### src/rtl/fetch_sequencer.sv
// Instruction-fetch controller: owns the PC, issues one imem request at a time,
// and hands fetched words to decode, with redirect/exception squashing.
module fetch_sequencer #(
  parameter logic [31:0] RESET_VECTOR = 32'h0000_0000,
  parameter logic [31:0] EXC_VECTOR   = 32'h8000_0180
) (
  input  logic        clk,
  input  logic        reset,
  output logic        imem_req,
  output logic [31:0] imem_addr,
  input  logic        imem_gnt,
  input  logic        imem_rvalid,
  input  logic [31:0] imem_rdata,
  output logic        if_valid,
  output logic [31:0] if_instr,
  output logic [31:0] if_pc,
  output logic [31:0] if_pcplus4,
  input  logic        id_ready,
  input  logic        redirect_valid,
  input  logic [31:0] redirect_target,
  input  logic        exc_valid,
  output logic [31:0] pc
);

  typedef enum logic [2:0] {IDLE, REQ, WAIT, HOLD, DRAIN} state_t;

  state_t      state, state_next;
  logic [31:0] pc_next;
  logic [31:0] redirect_pc;
  logic        redirect_any;
  logic        capture;
  logic        drop_valid;
  logic        unused_target_bits;

  assign unused_target_bits = ^redirect_target[1:0];

  // Exception outranks a branch/jump when both arrive together.
  assign redirect_any = exc_valid | redirect_valid;
  assign redirect_pc  = exc_valid ? EXC_VECTOR : {redirect_target[31:2], 2'b00};

  assign imem_req  = (state == REQ);
  assign imem_addr = pc;

  always_comb begin
    state_next = state;
    pc_next    = pc;
    capture    = 1'b0;
    drop_valid = 1'b0;
    case (state)
      IDLE: state_next = REQ;
      REQ: begin
        if (redirect_any) pc_next = redirect_pc;
        if (imem_gnt) state_next = redirect_any ? DRAIN : WAIT;
      end
      WAIT: begin
        if (redirect_any) begin
          pc_next    = redirect_pc;
          state_next = imem_rvalid ? REQ : DRAIN;
        end else if (imem_rvalid) begin
          capture    = 1'b1;
          pc_next    = pc + 32'd4;
          state_next = HOLD;
        end
      end
      HOLD: begin
        if (redirect_any) begin
          pc_next    = redirect_pc;
          drop_valid = 1'b1;
          state_next = REQ;
        end else if (id_ready) begin
          drop_valid = 1'b1;
          state_next = REQ;
        end
      end
      DRAIN: begin
        // The stale response still has to be absorbed before a new request.
        if (redirect_any) pc_next = redirect_pc;
        if (imem_rvalid) state_next = REQ;
      end
      default: state_next = IDLE;
    endcase
  end

  always_ff @(posedge clk or posedge reset) begin
    if (reset) begin
      state <= IDLE;
      pc    <= RESET_VECTOR;
    end else begin
      state <= state_next;
      pc    <= pc_next;
    end
  end

  always_ff @(posedge clk or posedge reset) begin
    if (reset) begin
      if_valid   <= 1'b0;
      if_instr   <= 32'd0;
      if_pc      <= 32'd0;
      if_pcplus4 <= 32'd0;
    end else if (capture) begin
      if_valid   <= 1'b1;
      if_instr   <= imem_rdata;
      if_pc      <= pc;
      if_pcplus4 <= pc + 32'd4;
    end else if (drop_valid) begin
      if_valid   <= 1'b0;
    end
  end

endmodule

### config.mk
export PLATFORM = sky130hd
export DESIGN_NAME = fetch_sequencer
export DESIGN_NICKNAME = d
export VERILOG_FILES = /design/src/rtl/fetch_sequencer.sv
export SDC_FILE = /design/constraint.sdc
export NUM_CORES = 1
export LEC_CHECK = 0
export BUFFER_PORTS_ARGS = -buffer_cell sky130_fd_sc_hd__buf_2
export CORE_UTILIZATION = 53
export DETAILED_ROUTE_END_ITERATION = 8
export PLACE_DENSITY_LB_ADDON = 0.12
export SETUP_SLACK_MARGIN = 0.3
export SLEW_MARGIN = 10
export SYNTH_ARGS = -nofsm -noshare
export SYNTH_HDL_FRONTEND = slang
export SYNTH_SLANG_ARGS = --single-unit
### constraint.sdc
create_clock -name clk -period 8.3 [get_ports clk]
set_input_delay 0.83 -clock clk [delete_from_list [all_inputs] [get_ports clk]]
set_output_delay 0.83 -clock clk [all_outputs]
set_load 0.05 [all_outputs]
### Word level (Yosys, flattened, before mapping)

Index checks and enable logic that the tools add are counted.

| word-level totals | value |
|---|---|
| register bits | 132 |
| input port bits | 71 |
| output and inout bits | 162 |
| logic and storage cells | 45 |

| operators by class | value |
|---|---|
| add/sub/neg operators | 1 |
| equal/unequal tests | 9 |
| muxes and demuxes | 22 |
| bitwise operators | 1 |
| reductions and logical operators | 6 |

Operators by type and width:

| operator | number |
|---|---|
| 32-bit 2-to-1 mux | 4 |
| 32-bit one-hot mux with 2 select lines | 1 |
| 32-bit by 3-bit adder with 32-bit output, second input constant | 1 |
| 3-bit 2-to-1 mux | 8 |
| 3-bit one-hot mux with 5 select lines | 1 |
| 1-bit 2-to-1 mux | 8 |
| 3-bit by 2-bit equality test with 1-bit output, second input constant | 2 |
| 3-bit inequality test, second input constant | 2 |
| 2-bit by 1-bit inequality test with 1-bit output, second input constant | 2 |
| 4-bit AND reduction | 1 |
| 2-bit nonzero test | 2 |
| 3-bit by 1-bit equality test with 1-bit output, second input constant | 1 |
| 3-bit equality test, second input constant | 1 |
| 3-bit zero test | 1 |
| 3-bit AND reduction | 1 |
| 3-bit OR reduction | 1 |
| 2-bit inequality test, second input constant | 1 |
| 1-bit bitwise OR | 1 |

### Longest topological paths before layout

| depth | value |
|---|---|
| word-level depth | 5 |
| gate-level depth with buffers | 9 |
| depth with buffers taken out | 6 |

### Least setup slack after synthesis

No wires, ideal clock.

| timing | value |
|---|---|
| kind | reg-to-output |
| start | reg state[0] |
| end | out imem_req |
| arrival | 1.784 ns |
| required time | 7.470 ns |
| slack | 5.686 ns |
| stages on the path, launching flop included | 3 |
| buffers on the path | 1 |
| path through | dfrtp_1 > clkbuf_1 > nor3b_1 |

| on the way | value |
|---|---|
| longest elaborated chain between the ends | 1 |

Ends and longest elaborated chain:

| element | RTL line | RTL |
|---|---|---|
| from (decl) | 27 | `state_t state, state_next;` |
| from (signal assigned) | 89 | `state <= state_next;` |
| 3-bit by 1-bit equality test with 1-bit output | 41 | `assign imem_req = (state == REQ);` |
| to (decl) | 9 | `output logic imem_req,` |

Every way passes these cells.

### Worst setup path after layout

| timing | value |
|---|---|
| start | reg state[2] |
| end | reg pc[19], in the netlist imem_addr[19] |

| on the way | value |
|---|---|
| longest elaborated chain between the ends | 4 |
| elaborated cells between the ends (all ways) | 10 |
| classes of those cells | eq/ne: 6; mux: 1; reduce/logical: 3 |

Ends and longest elaborated chain:

| element | RTL line | RTL |
|---|---|---|
| 3-bit by 1-bit equality test with 1-bit output (tied with other cells) | 49 | `case (state)` |
| 3-bit OR reduction (no source line) | -- |  |
| 2-bit by 1-bit inequality test with 1-bit output (no source line) / 2-bit nonzero test (equally long branches) | -- |  |
| 3-bit AND reduction (no source line) | -- |  |
| to (signal assigned) | 90 | `pc <= pc_next;` |
| to (decl) | 22 | `output logic [31:0] pc` |

Several ways; a longest one is shown, not always the timed one.
A chain may end at the register's enable or synchronous reset.

==> impl_metrics.toml <==
[power]
p_per_area_nw_per_um2 = 423
leakage_nw = 4.16
vdd_drop_max_uv = 267

[cells_and_area]
area_growth_pct = 25.0
final_net_count = 939
final_cell_mix = "buf_2 (222), nand2_1 (212), dfrtp_1 (126)"
diodes = 0
drive_above_1_share_pct = 31.2
final_cells = 1019
final_common_cell = "buf_2"

[worst_setup_path]
worstPathCellList = "nor3b_1, nor3_2, buf_4, nor2_2, a22oi_1, o2bb2ai_1"
cp.arrival_ps = 2940
crit_path_end_kind = "flop"
r2r_end = "imem_addr[19]"
r2r_slack_ps = 5690
crit_family = "simple AND/OR/NAND/NOR gates"
critPathKind = "flop to flop"
cpPeakStageDelay_ps = 820
required_ps = 8630
critical_path_peak_fanout = 24
crit_buf_inv = 1
timing.rr.start = "state[2]"
ff2ff_path_depth = 6
critPathLaunchType = "flop"
slowest_stage = "nor2_2"

[floorplan]
die_x_um = 110
num_io_pins = 233
coreArea_um2 = 11100
initial_core_util_pct = 55.4
rows = 38
die-area_um2 = 12000
die_y_um = 110

[place]
dp_cells = 988
dp_hpwl_um = 10700
preCtsSetupSlack_ps = 5330
place.gp.congestion = 0.812
port_buffers = 222

[synth]
yosysWarnings = 0
synthArstFlopShare_pct = 100
ys_seq_area_share_pct = 51.3
yosys_most_used_dff = "dfrtp_1"
syn_avg_cell_area_um2 = 8.82
synth_edf_count = 0
ys_ff_latch = 126
synth_cell_types = 53
postSynthCellCount = 696
syn_area_um2 = 6140

[clock_tree]
hold_buffers = 0
post_cts_resized = 0
post-cts-setup-buffers = 0
cts_buffers = 17
insertion_delay_ps = 420
cts.reportedPaths.clkPinSlew_ps = 60
cts_tree = "done"
clock_sinks = 126
cts_buffer_depth = 2
cts-root-buf = "clkbuf_16"
cts_max_level = 4

[run_status]
outcome = "finished, final reports clean"

[route]
m1WireLength_um = 6720
num_vias = 5443
ant_nets = 0
drtIter0Drc = 369
wl_per_cell_um = 15.5
drc_errors = 0
wl_met3_um = 1050
highest_layer = "met5"
wl_um = 15800
wl_met2_um = 7790
vias_per_cell = 5.34
first_pass_iters = 5

[timing]
rsz0062_at_grt = "no"
fin_crit_sh_pct = 31.4
finalCriticalPeriod_ps = 2610
setup_tns_ps = 0
worst_clock_skew_ps = 5.74
clock.fmax_mhz = 383
slew_headroom_pct = 28.5
fin_ws_ps = 5690
finalHoldViolations = 0
tightest_slew_ps = 1070
slew_violations = 0
setup_viol = 0

[global_routing]
overflow = 0
grt_first_pass_wirelength_um = 24600
grt_pass1_vias = 5028
grt.total_usage_pct = 27.0
antenna_found_initial = 1
grt_max_degree = 75

[job]
cap_violations = 0

[worst_hold_path]
holdCritStartpoint = "if_pc[12]"
hold_path_depth = 2
worstHoldEndpoint = "if_pc[12]"
hp-class = "flop to flop"
==> cells in the mapped netlist (2+ instances only) <==
library cell,instances,area [µm²]
buf_4,38,285
nand4_1,6,37.5
xor2_1,2,17.5
o21ai_0,59,295
nand3_1,10,50.1
nor2b_1,5,31.3
and4_1,2,17.5
clkbuf_1,28,105
and3_1,10,62.6
o2bb2ai_1,14,123
o22ai_1,7,43.8
o21ai_1,7,35.0
a2bb2oi_1,2,17.5
a32oi_1,2,17.5
buf_2,10,50.1
nor2_1,34,128
nand2b_1,2,12.5
buf_1,5,18.8
a21oi_1,15,75.1
nor4_4,2,42.5
nor3_1,9,45.0
a31oi_1,2,12.5
dfrtp_1,126,3150
xnor2_1,26,228
inv_1,11,41.3
a22oi_1,17,128
nor3_2,3,30.0
nor4_1,5,31.3
nor3b_1,2,15.0
nand2_1,212,796
==> tightest hold or removal path: cells and delay by family, from the launching register on <==
family        cells  cell delay, ps
simple gates      2             100
flops             1             330
==> layer usage <==
| layer | up-vias | track usage (%) |
|---|---|---|
| met4 | 2 | 9.24 |
| li1 | 2627 | - |
| met2 | 210 | 44.4 |
| met1 | 2585 | 34.5 |
| met3 | 19 | 7.11 |
| met5 | - | 0 |
==> metrics by stage <==
step	hold slack (ps)	util [%]	cell area [µm²]	power [mW]
2_1_floorplan	596	-	6170	2.21
3_3_place_gp	453	63.6	7050	2.44
3_5_place_dp	458	63.6	7050	2.48
4_1_cts	471	69.3	7680	3.27
5_1_grt	489	69.3	7680	3.40
6_report	465	69.3	7680	3.25
==> worst max-delay path by stage <==
stage                          from              to  slack (ps)  cells after the start
after floorplan               reset     if_instr[0]        4110                      1
after CTS                  state[0]   imem_addr[19]        5670                      6
after global routing       state[2]   imem_addr[19]        5350                      6
after detailed placement  exc_valid   imem_addr[25]        5330                      7
final                      state[2]   imem_addr[19]        5690                      6
after global placement    exc_valid  if_pcplus4[21]        5400                      6
==> power breakdown <==
part | switching, mW | internal (mW)
Clock | 0.255 | 0.526
Combinational | 1.14 | 0.339
Sequential | 0.220 | 0.769
==> cell type report <==
class | instances | area, µm²
inverter | 11 | 46.3
timing repair buffer | 228 | 1160
fill | 920 | 3400
multi-input combinational | 483 | 2520
clock inverter | 5 | 100
sequential | 126 | 3150
tap | 140 | 175
clock buffer | 26 | 529
==> registers in the layout, indices dropped and copies added (netlist names) <==
signal and cells:
if_instr 32, if_pc 30, if_pcplus4 30, if_valid 1, imem_addr 30, state 3
==> kinds of logic after synthesis <==
logic type	after synthesis	synth area share [%]
fa+ha+maj	1	0.204
mux	1	0.183
flops	126	51.3
buf+inv	94	8.41
compound gates	133	13.3
other cells	1	0.0611
xor+xnor	28	3.99
simple gates	312	22.5
Power figures use the tool's default switching activity.
